===== config.mk =====
export PLATFORM = sky130hd
export DESIGN_NAME = quad_encoder_emulator
export DESIGN_NICKNAME = d
export VERILOG_FILES = /design/src/rtl/quad_pkg.sv /design/src/rtl/quad_step_timer.sv /design/src/rtl/quad_encoder_emulator.sv
export SDC_FILE = /design/constraint.sdc
export NUM_CORES = 1
export LEC_CHECK = 0
export CAP_MARGIN = 20
export CORE_ASPECT_RATIO = 1.25
export CORE_UTILIZATION = 37
export CTS_CLUSTER_DIAMETER = 50
export DETAILED_ROUTE_END_ITERATION = 16
export GPL_TIMING_DRIVEN = 0
export PLACE_DENSITY_LB_ADDON = 0.12
export SLEW_MARGIN = 20
export SYNTH_ARGS = -nofsm -noshare
export SYNTH_HDL_FRONTEND = slang
export SYNTH_SLANG_ARGS = --single-unit

===== constraint.sdc =====
create_clock -name CLK_50 -period 6 [get_ports CLK_50]
set_input_delay 1.8 -clock CLK_50 [delete_from_list [all_inputs] [get_ports CLK_50]]
set_output_delay 1.8 -clock CLK_50 [all_outputs]
set_load 0.005 [all_outputs]

===== src/rtl/quad_pkg.sv =====
// Shared quadrature definitions: phase encodings, FSM state type and
// forward/reverse phase stepping helpers used by the emulator and counter checker.
package quad_pkg;

    localparam logic [1:0] PH_00 = 2'b00;
    localparam logic [1:0] PH_10 = 2'b10;
    localparam logic [1:0] PH_11 = 2'b11;
    localparam logic [1:0] PH_01 = 2'b01;

    typedef enum logic {
        IDLE = 1'b0,
        RUN  = 1'b1
    } quad_state_e;

    // Forward order, as {A,B}: 00 -> 10 -> 11 -> 01 -> 00
    function automatic logic [1:0] quad_next_phase(input logic [1:0] ph);
        case (ph)
            PH_00:   return PH_10;
            PH_10:   return PH_11;
            PH_11:   return PH_01;
            default: return PH_00;
        endcase
    endfunction

    function automatic logic [1:0] quad_prev_phase(input logic [1:0] ph);
        case (ph)
            PH_00:   return PH_01;
            PH_01:   return PH_11;
            PH_11:   return PH_10;
            default: return PH_00;
        endcase
    endfunction

endpackage


===== src/rtl/quad_step_timer.sv =====
// Loadable down-counter; expired is high while the count sits at zero.
module quad_step_timer #(
    parameter int W = 16
) (
    input  logic         clk,
    input  logic         rst_n,
    input  logic         load,
    input  logic [W-1:0] load_val,
    output logic         expired
);

    logic [W-1:0] count_q;
    logic [W-1:0] count_d;

    always_comb begin
        count_d = count_q;
        if (load) begin
            count_d = load_val;
        end else if (count_q != '0) begin
            count_d = count_q - 1'b1;
        end
    end

    always_ff @(posedge clk or negedge rst_n) begin
        if (!rst_n) begin
            count_q <= '0;
        end else begin
            count_q <= count_d;
        end
    end

    assign expired = (count_q == '0);

endmodule


===== src/rtl/quad_encoder_emulator.sv =====
// Quadrature A/B generator stepping a 32-bit position toward a commanded target.
// Optional index output encZ is built only when QUAD_INDEX_EN is defined.
module quad_encoder_emulator
    import quad_pkg::*;
#(
    parameter int COUNTS_PER_REV = 2048,
    parameter int MIN_PERIOD     = 4
) (
    input  logic        CLK_50,
    input  logic        reset,
    input  logic [31:0] target_count,
    input  logic        target_valid,
    input  logic [15:0] step_period,
    output logic        encA,
    output logic        encB,
    output logic [31:0] position,
    output logic        step_pulse,
    output logic        busy
`ifdef QUAD_INDEX_EN
    ,
    output logic        encZ
`endif
);

    localparam logic [15:0] MIN_PER = 16'(MIN_PERIOD);

    if ((COUNTS_PER_REV < 2) || ((COUNTS_PER_REV & (COUNTS_PER_REV - 1)) != 0)) begin : g_bad_cpr
        $error("COUNTS_PER_REV must be a power of two");
    end

    quad_state_e state_q, state_d;
    logic [1:0]  phase_q, phase_d;
    logic [31:0] position_q, position_d;
    logic [31:0] target_q, target_d;
    logic        step_pulse_q, step_pulse_d;
    logic        busy_q, busy_d;

    logic        timer_load;
    logic        timer_expired;
    logic [15:0] eff_period;
    logic [15:0] timer_val;
    logic [31:0] diff;
    logic        at_target;

    assign eff_period = (step_period < MIN_PER) ? MIN_PER : step_period;
    assign timer_val  = eff_period - 16'd1;
    // Sign of the wrapped difference picks the shortest path around the ring
    assign diff       = target_q - position_q;
    assign at_target  = (position_q == target_q);

    quad_step_timer #(.W(16)) u_timer (
        .clk      (CLK_50),
        .rst_n    (reset),
        .load     (timer_load),
        .load_val (timer_val),
        .expired  (timer_expired)
    );

    always_comb begin
        state_d      = state_q;
        phase_d      = phase_q;
        position_d   = position_q;
        target_d     = target_valid ? target_count : target_q;
        step_pulse_d = 1'b0;
        busy_d       = !at_target;
        timer_load   = 1'b0;

        case (state_q)
            IDLE: begin
                if (!at_target) begin
                    timer_load = 1'b1;
                    state_d    = RUN;
                end
            end
            RUN: begin
                if (timer_expired) begin
                    if (!at_target) begin
                        step_pulse_d = 1'b1;
                        timer_load   = 1'b1;
                        if (diff[31]) begin
                            phase_d    = quad_prev_phase(phase_q);
                            position_d = position_q - 32'd1;
                        end else begin
                            phase_d    = quad_next_phase(phase_q);
                            position_d = position_q + 32'd1;
                        end
                    end else begin
                        state_d = IDLE;
                    end
                end
            end
            default: state_d = IDLE;
        endcase
    end

    always_ff @(posedge CLK_50 or negedge reset) begin
        if (!reset) begin
            state_q      <= IDLE;
            phase_q      <= PH_00;
            position_q   <= '0;
            target_q     <= '0;
            step_pulse_q <= 1'b0;
            busy_q       <= 1'b0;
        end else begin
            state_q      <= state_d;
            phase_q      <= phase_d;
            position_q   <= position_d;
            target_q     <= target_d;
            step_pulse_q <= step_pulse_d;
            busy_q       <= busy_d;
        end
    end

    assign encA       = phase_q[1];
    assign encB       = phase_q[0];
    assign position   = position_q;
    assign step_pulse = step_pulse_q;
    assign busy       = busy_q;

`ifdef QUAD_INDEX_EN
    localparam int IDX_W = $clog2(COUNTS_PER_REV);

    logic encZ_q, encZ_d;

    // Derived from the next-state values so encZ lines up with the A/B phase it marks
    assign encZ_d = (position_d[IDX_W-1:0] == '0) && (phase_d == PH_00);

    always_ff @(posedge CLK_50 or negedge reset) begin
        if (!reset) begin
            encZ_q <= 1'b0;
        end else begin
            encZ_q <= encZ_d;
        end
    end

    assign encZ = encZ_q;
`endif

endmodule


==> summary.txt, run 1 <==
Logic synthesis
  – Synth Net Count: 777
  – Leading area contributor after synthesis: dfrtp_1
  – Synthesized area: 6030 µm²
  – Post-synth ARST share: 1.00
  – Netlist cell types: 53
  – Ys flop type: dfrtp_1
  – EDFF count, synth: 0
  – Seq/Total Area, Yosys: 0.353
  – Top cells by area, synth: dfrtp_1 (35%), ha_1 (13%), mux2_2 (6.0%), a21oi_1 (4.6%), o21ai_0 (4.3%)
  – #FFs+latches synth: 85
  – Area share of the largest cell type after synthesis: 0.353
  – Ys Warns: 0
  – Most frequent cell after synthesis: dfrtp_1
  – Avg Inst Size Synth: 9.09 µm²
  – Mapped Cells: ~660
  – Top cells by count, synth: dfrtp_1 (85), nand2_1 (63), ha_1 (62), a21oi_1 (56), o21ai_0 (52)

Drt
  – Routed len/inst: 15.8 µm
  – Drt initial violations: 169
  – Via-per-instance ratio: 5.26
  – Via count: 5137
  – 1st-pass router iterations: 4
  – Final wirelength: 15400 µm
  – DR DRC count: 0
  – Detail Route Antenna Nets: 0

STA
  – Final worst slack: 372 ps
  – Max Slew Vio Count: 0
  – Minimum clock period: 5630 ps
  – Worst-margin pin slew: 738 ps
  – Clock skew: around 6.6 ps
  – Tcrit/Tclk final: 0.938
  – RSZ-0062 raised after global routing: false
  – Hold Fails Final Rpt: 0
  – Headroom to the max-slew limit: 0.508
  – Fmax: 0.178 GHz
  – Final setup violation count: 0

GRT
  – First-pass GRT wire length: roughly 25000 µm
  – All-Layer GR Usage: 0.194
  – Busiest grt layer: met2
  – Met2 Use GR: 0.329
  – Initial antenna violation count: 0
  – Met3 GRT Util: 0.0367
  – Vias in the first global route: slightly above 5000
  – Grt total ovfl: 0
  – GR Util met1: 0.248
  – Largest net degree at the start of global routing: 44

Placement
  – Placed Area: 7180 µm²
  – Pre-CTS setup slack: 381 ps
  – DP HPWL: between 10000 and 15000 µm
  – Placed Cells: just under 1000
  – GPL Wtd Cong: 0.855
  – Count of input and output buffers: 85

Min path
  – Hold WC Path Type: register to register
  – Worst hold path cell count: 1
  – Hold Startpoint: target_q[19]$_DFFE_PN0P_
  – Hold EP: target_q[19]$_DFFE_PN0P_

Layout
  – Ratio of cells with drive above 1 in the final layout: 0.0772
  – Area grow syn2layout: 23.7%
  – Post-route design area: 7460 µm²
  – Total Nets Final: 874
  – N_diodes: 0
  – Finished Layout Cells: 976

Clocking
  – CTS H-tree lvls: 3
  – Clock Tree Buf Depth: 2
  – Clk slew on worst S/H paths: 60 ps
  – Clock Tree Root: clkbuf_16
  – Worst-skew pair later-pin latency: 350 ps
  – CTS tree: built
  – Cts repair resizes: 0
  – Clk sinks: 85
  – Setup bufs post-CTS: 0
  – Num CTS Buffers: 9
  – Hold_buf cts: 0

Worst setup path
  – Top Family by Delay on Critical Path: compound AO/OA/AOI/OAI gates
  – Worst EP required: 6210 ps
  – Critical Path Fanout Max: 32
  – Reg2reg end: position[26]$_DFFE_PN0P_
  – CP Capture Type: register
  – WP data arrival: roughly 5800 ps
  – Critical-path top delay cell: nor4_1
  – FF-to-FF setup slack: around 370 ps
  – RR Startpoint: position[20]$_DFFE_PN0P_
  – CP startpoint kind: register
  – Critical path, cell by cell: inv_1 -> ha_1 -> nand4_1 -> nor4_1 -> o22ai_1 -> a211o_1 -> and3_2 -> ha_1 -> nor2b_1 -> o31a_1 -> o311ai_0 -> a21o_1 -> a21oi_1 -> o41a_1 -> a21boi_0 -> xor2_1 -> o21ai_0
  – Crit Path Category: register to register
  – CP bufs+invs: 1
  – Largest stage delay, worst path: 710 ps
  – Most numerous cell on the critical path: ha_1
  – Reg2reg path depth: 17

Pwr
  – Net Sw Frac: 0.313
  – Pwr Density: 227 nW/µm²
  – Total power draw: 1.69 mW
  – Gate power share: 0.270
  – Register share of total power: 0.400
  – NetSw: 0.529 mW
  – Worst vdd rail ir drop: 111 µV
  – Int Power: roughly 1.2 mW
  – Pleak: 3.19 nW
  – Clock share of power: 0.330

Floorplan
  – Die area: between 15000 and 20000 µm²
  – Die H: roughly 140 µm
  – Die width: 116 µm
  – Starting Density: 0.383
  – Core Area: 15800 µm²
  – I/O pins: 87
  – FP Rows: between 50 and 60

Status
  – Outcome: completed

Flow run
  – Max cap viols: 0
-- routing by layer --
layer | vias up | wire length, µm
met3 | 15 | 658
met2 | 91 | 7540
met5 | - | 0
met1 | 2459 | 7010
met4 | 0 | 208
li1 | 2572 | -
-- layout make-up --
type	instances	area (µm²)
clock inverters	5	52.6
fillers	1555	8300
inverters	47	176
clock buffers	10	229
well taps	212	265
flip-flops and latches	85	2130
repair buffers	86	880
multi-input cells	511	3650
plain buffers	20	81.3
-- placed cells by master (no fill, tap or decap), types with 7 or more instances in the layout --
cell type        count
a21oi_1             56
clkdlybuf4s50_1     84
nor2b_1              9
xnor2_1             23
clkbuf_16            9
mux2i_1              9
nor3_1              12
a21o_1              16
nand4_1             11
clkbuf_1            18
o21ai_0             52
dfrtp_1             85
nor2_1              41
nor4_1               8
inv_1               47
xor2_1              23
ha_1                62
mux2_2              32
nand3_1              8
o21bai_1             7
and3_1               7
nand2_1             63
-- cell families after synthesis --
family                     count (synthesis)  share of synthesized area
muxes                                     41                     0.0747
and+or+nand+nor                          190                      0.155
adders and majority gates                 63                      0.132
xor gates and xnor gates                  46                     0.0668
DFF                                       85                      0.353
buffers and inverters                     67                     0.0427
AOI/OAI and AO/OA                        171                      0.176
-- state kept, by name, summed over array words and instances, names as in the netlist --
register	count
step_pulse	1
u_timer.count_q	16
phase_q	2
state_q	1
position	32
target_q	32
busy	1
-- worst max path at each step --
| stage | from | end | slack (ps) | depth (start not counted) |
|---|---|---|---|---|
| 4_1_cts | position[20]$_DFFE_PN0P_ | position[26]$_DFFE_PN0P_ | 350 | 18 |
| 6_report | position[20]$_DFFE_PN0P_ | position[26]$_DFFE_PN0P_ | 370 | 17 |
| 5_1_grt | position[20]$_DFFE_PN0P_ | position[26]$_DFFE_PN0P_ | 5 | 18 |
| 3_5_place_dp | position[20]$_DFFE_PN0P_ | position[26]$_DFFE_PN0P_ | 380 | 17 |
| 2_1_floorplan | position[20]$_DFFE_PN0P_ | position[28]$_DFFE_PN0P_ | 1330 | 18 |
| 3_3_place_gp | reset | target_q[25]$_DFFE_PN0P_ | -180 | 1 |
-- power groups by stage --
stage | Combinational (mW) | Clock [mW] | Sequential (mW)
floorplan | 0.328 | 0 | 0.674
global placement | 0.440 | 0 | 0.685
detailed placement | 0.457 | 0 | 0.687
CTS | 0.460 | 0.575 | 0.676
global route | 0.518 | 0.595 | 0.684
finish | 0.457 | 0.558 | 0.676
-- stage by stage --
step / util / TNS [ps] / hold WS [ps]
after global routing: 0.473 / 0 / 524
after global placement: 0.453 / -15370 / 496
after detailed placement: 0.455 / 0 / 504
after floorplan: - / 0 / 485
final: 0.473 / 0 / 513
after CTS: 0.473 / 0 / 518
No activity file was read; power rests on OpenSTA's default activity.
==> run 2, diff against run 1 <==
--- a/config.mk
+++ b/config.mk
@@ -10,8 +10,9 @@
 export CORE_UTILIZATION = 37
 export CTS_CLUSTER_DIAMETER = 50
 export DETAILED_ROUTE_END_ITERATION = 16
+export GPL_ROUTABILITY_DRIVEN = 0
 export GPL_TIMING_DRIVEN = 0
-export PLACE_DENSITY_LB_ADDON = 0.12
+export PLACE_DENSITY = 0.61
 export SLEW_MARGIN = 20
 export SYNTH_ARGS = -nofsm -noshare
 export SYNTH_HDL_FRONTEND = slang
==> summary.txt, run 2 (synthesized netlist as in run 1, its figures left out) <==
STA
  – Clock skew: 7.60 ps (+0.961 ps)
  – Minimum clock period: 5600 ps (-23.4 ps)
  – Max Slew Vio Count: 0 (unchanged)
  – Fmax: 0.178 GHz (+0.42%)
  – Worst-margin pin slew: 743 ps (+4.73 ps)
  – Tcrit/Tclk final: 0.934 (-0.00390)
  – Hold Fails Final Rpt: 0 (unchanged)
  – WHS: 510 ps (-2.71 ps)
  – Headroom to the max-slew limit: 0.505 (-0.00315)
  – Final setup violation count: 0 (unchanged)
  – Final worst slack: 396 ps (+23.4 ps)
  – RSZ-0062 raised after global routing: false

Layout
  – Most frequent cells in the layout: dfrtp_1 (85), clkdlybuf4s50_1 (84), nand2_1 (63)
  – Fillers: 1529 (-1.7%)
  – Commonest non-fill, non-tap cell in the layout: dfrtp_1
  – Fin util: 0.474 (+0.000555)
  – Area grow syn2layout: 23.8%
  – Total Nets Final: 874 (unchanged)
  – N_diodes: 0 (unchanged)
  – Ratio of cells with drive above 1 in the final layout: 0.0771 (-0.000101)

Clocking
  – CTS tree: built
  – Clock Tree Buf Depth: 2 (unchanged)
  – Worst-skew pair later-pin latency: 350 ps (about the same)
  – Num CTS Buffers: 9 (unchanged)
  – Hold_buf cts: 0 (unchanged)
  – Clk sinks: 85 (unchanged)
  – Clk slew on worst S/H paths: 60 ps (about the same)
  – Setup bufs post-CTS: 0 (unchanged)
  – Cts repair resizes: 0 (unchanged)
  – Clock Tree Root: clkbuf_16
  – CTS H-tree lvls: 3 (unchanged)

Floorplan
  – Starting Density: 0.383 (unchanged)
  – Die area: 16800 µm² (unchanged)
  – Core Area: 15800 µm² (unchanged)
  – Die width: 116 µm (unchanged)
  – FP Rows: 51 (unchanged)
  – Die H: 145 µm (unchanged)
  – I/O pins: 87 (unchanged)

Worst setup path
  – Largest stage delay, worst path: 700 ps (about the same)
  – CP Capture Type: register
  – Critical Path Fanout Max: 32 (unchanged)
  – Most numerous cell on the critical path: ha_1
  – Critical-path top delay cell: nor4_1
  – CP startpoint kind: register
  – Worst EP required: 6200 ps (about the same)
  – Crit Path Category: register to register
  – WP data arrival: 5810 ps (-30 ps)
  – Critical path, cell by cell: inv_1 -> ha_1 -> nand4_1 -> nor4_1 -> o22ai_1 -> a211o_1 -> and3_2 -> ha_1 -> nor2b_1 -> o31a_1 -> o311ai_0 -> a21o_1 -> a21oi_1 -> o41a_1 -> a21boi_0 -> xor2_1 -> o21ai_0

GRT
  – Grt total ovfl: 0 (unchanged)
  – Initial antenna violation count: 0 (unchanged)
  – First-pass GRT wire length: 25400 µm (+1.5%)
  – All-Layer GR Usage: 0.195 (+0.00166)
  – Vias in the first global route: 5235 (+2.4%)
  – Largest net degree at the start of global routing: 56 (+27%)

Flow run
  – Max cap viols: 0 (unchanged)

Pwr
  – Pleak: 3.19 nW (+0.10%)
  – Pwr Density: 227 nW/µm² (+0.22%)
  – Worst vdd rail ir drop: 111 µV (-0.56%)

Placement
  – Pre-CTS setup slack: 409 ps (+27.8 ps)
  – DP HPWL: 11600 µm (-1.4%)
  – Count of input and output buffers: 85 (unchanged)

Drt
  – 1st-pass router iterations: 4 (unchanged)
  – Final wirelength: 15300 µm (-0.88%)
  – Via-per-instance ratio: 5.32 (+1.0%)
  – DR DRC count: 0 (unchanged)
  – Detail Route Antenna Nets: 0 (unchanged)
  – Routed len/inst: 15.6 µm (-0.98%)
  – Drt initial violations: 268 (+59%)
  – Via count: 5196 (+1.1%)

Status
  – Outcome: completed

Min path
  – Hold WC Path Type: register to register
## run 2: cell types whose count changed in the layout (fill, tap and decap cells not counted)
cell	change
buf_4	+1
clkbuf_8	+1
clkinv_2	-1
clkbuf_1	+1
buf_6	-1
## run 2: worst paths after layout
| check | from | to | slack (ps) | depth (start not counted) |
|---|---|---|---|---|
| max | position[20]$_DFFE_PN0P_ | position[26]$_DFFE_PN0P_ | 400 | 17 |
| min | target_q[23]$_DFFE_PN0P_ | target_q[23]$_DFFE_PN0P_ | 510 | 1 |
| max reg2reg | position[20]$_DFFE_PN0P_ | position[26]$_DFFE_PN0P_ | 400 | 17 |
| min reg2reg | target_q[23]$_DFFE_PN0P_ | target_q[23]$_DFFE_PN0P_ | 510 | 1 |
| max in group asynchronous | reset | u_timer.count_q[14]$_DFFE_PN0P_ | 3970 | 2 |
| min in group asynchronous | reset | target_q[18]$_DFFE_PN0P_ | 1400 | 1 |
## run 2: routing by layer
| layer | global-route usage | wire length (µm) | vias up |
|---|---|---|---|
| met4 | 0.0722 | 295 | 0 |
| met3 | 0.0404 | 562 | 18 |
| met5 | 0 | 0 | - |
| li1 | - | - | 2570 |
| met2 | 0.326 | 7460 | 117 |
| met1 | 0.247 | 6960 | 2491 |
## run 2: layout make-up
type                            instances  area, µm²  share of cell area
Tap cell                              212        265              0.0355
Clock buffer                           12        246              0.0330
Clock inverter                          4       47.5             0.00637
Multi-Input combinational cell        511       3650               0.488
Buffer                                 20       81.3              0.0109
Sequential cell                        85       2130               0.285
Timing Repair Buffer                   86        876               0.117
Inverter                               47        176              0.0236
## run 2: worst max-delay path: cells and delay by family, from the launching register on
| kind | cells | cell delay [ps] |
|---|---|---|
| flip-flops | 1 | 410 |
| AND/OR/NAND/NOR | 4 | 1510 |
| AO/OA/AOI/OAI | 9 | 2510 |
| XOR/XNOR | 1 | 170 |
| adder cells (fa/ha/maj) | 2 | 760 |
| buffers and inverters | 1 | 70 |
## run 2: through the flow
step | TNS [ps] | cells | area, µm² | total power, mW
after floorplan | 0 | 663 | 6030 | 1.00
after global placement | -5730 | 960 | 7150 | 1.12
after detailed placement | 0 | 961 | 7170 | 1.14
after CTS | 0 | 977 | 7470 | 1.72
after global routing | 0 | 977 | 7470 | 1.81
final | 0 | 977 | 7470 | 1.70
## run 2: report_power, final
group	internal [mW]	switching, mW	total, mW	leakage, nW
clock	0.333	0.231	0.563	0.143
sequential	0.634	0.0439	0.678	1.07
combinational	0.209	0.245	0.454	1.98
total	1.18	0.520	1.70	3.19
==> run 3, diff against run 2 <==
--- a/config.mk
+++ b/config.mk
@@ -9,6 +9,7 @@
 export CORE_ASPECT_RATIO = 1.25
 export CORE_UTILIZATION = 37
 export CTS_CLUSTER_DIAMETER = 50
+export CTS_CLUSTER_SIZE = 30
 export DETAILED_ROUTE_END_ITERATION = 16
 export GPL_ROUTABILITY_DRIVEN = 0
 export GPL_TIMING_DRIVEN = 0
==> results of run 3 <==
Same layout as run 2: the final DEF is identical, and so are final timing and power.
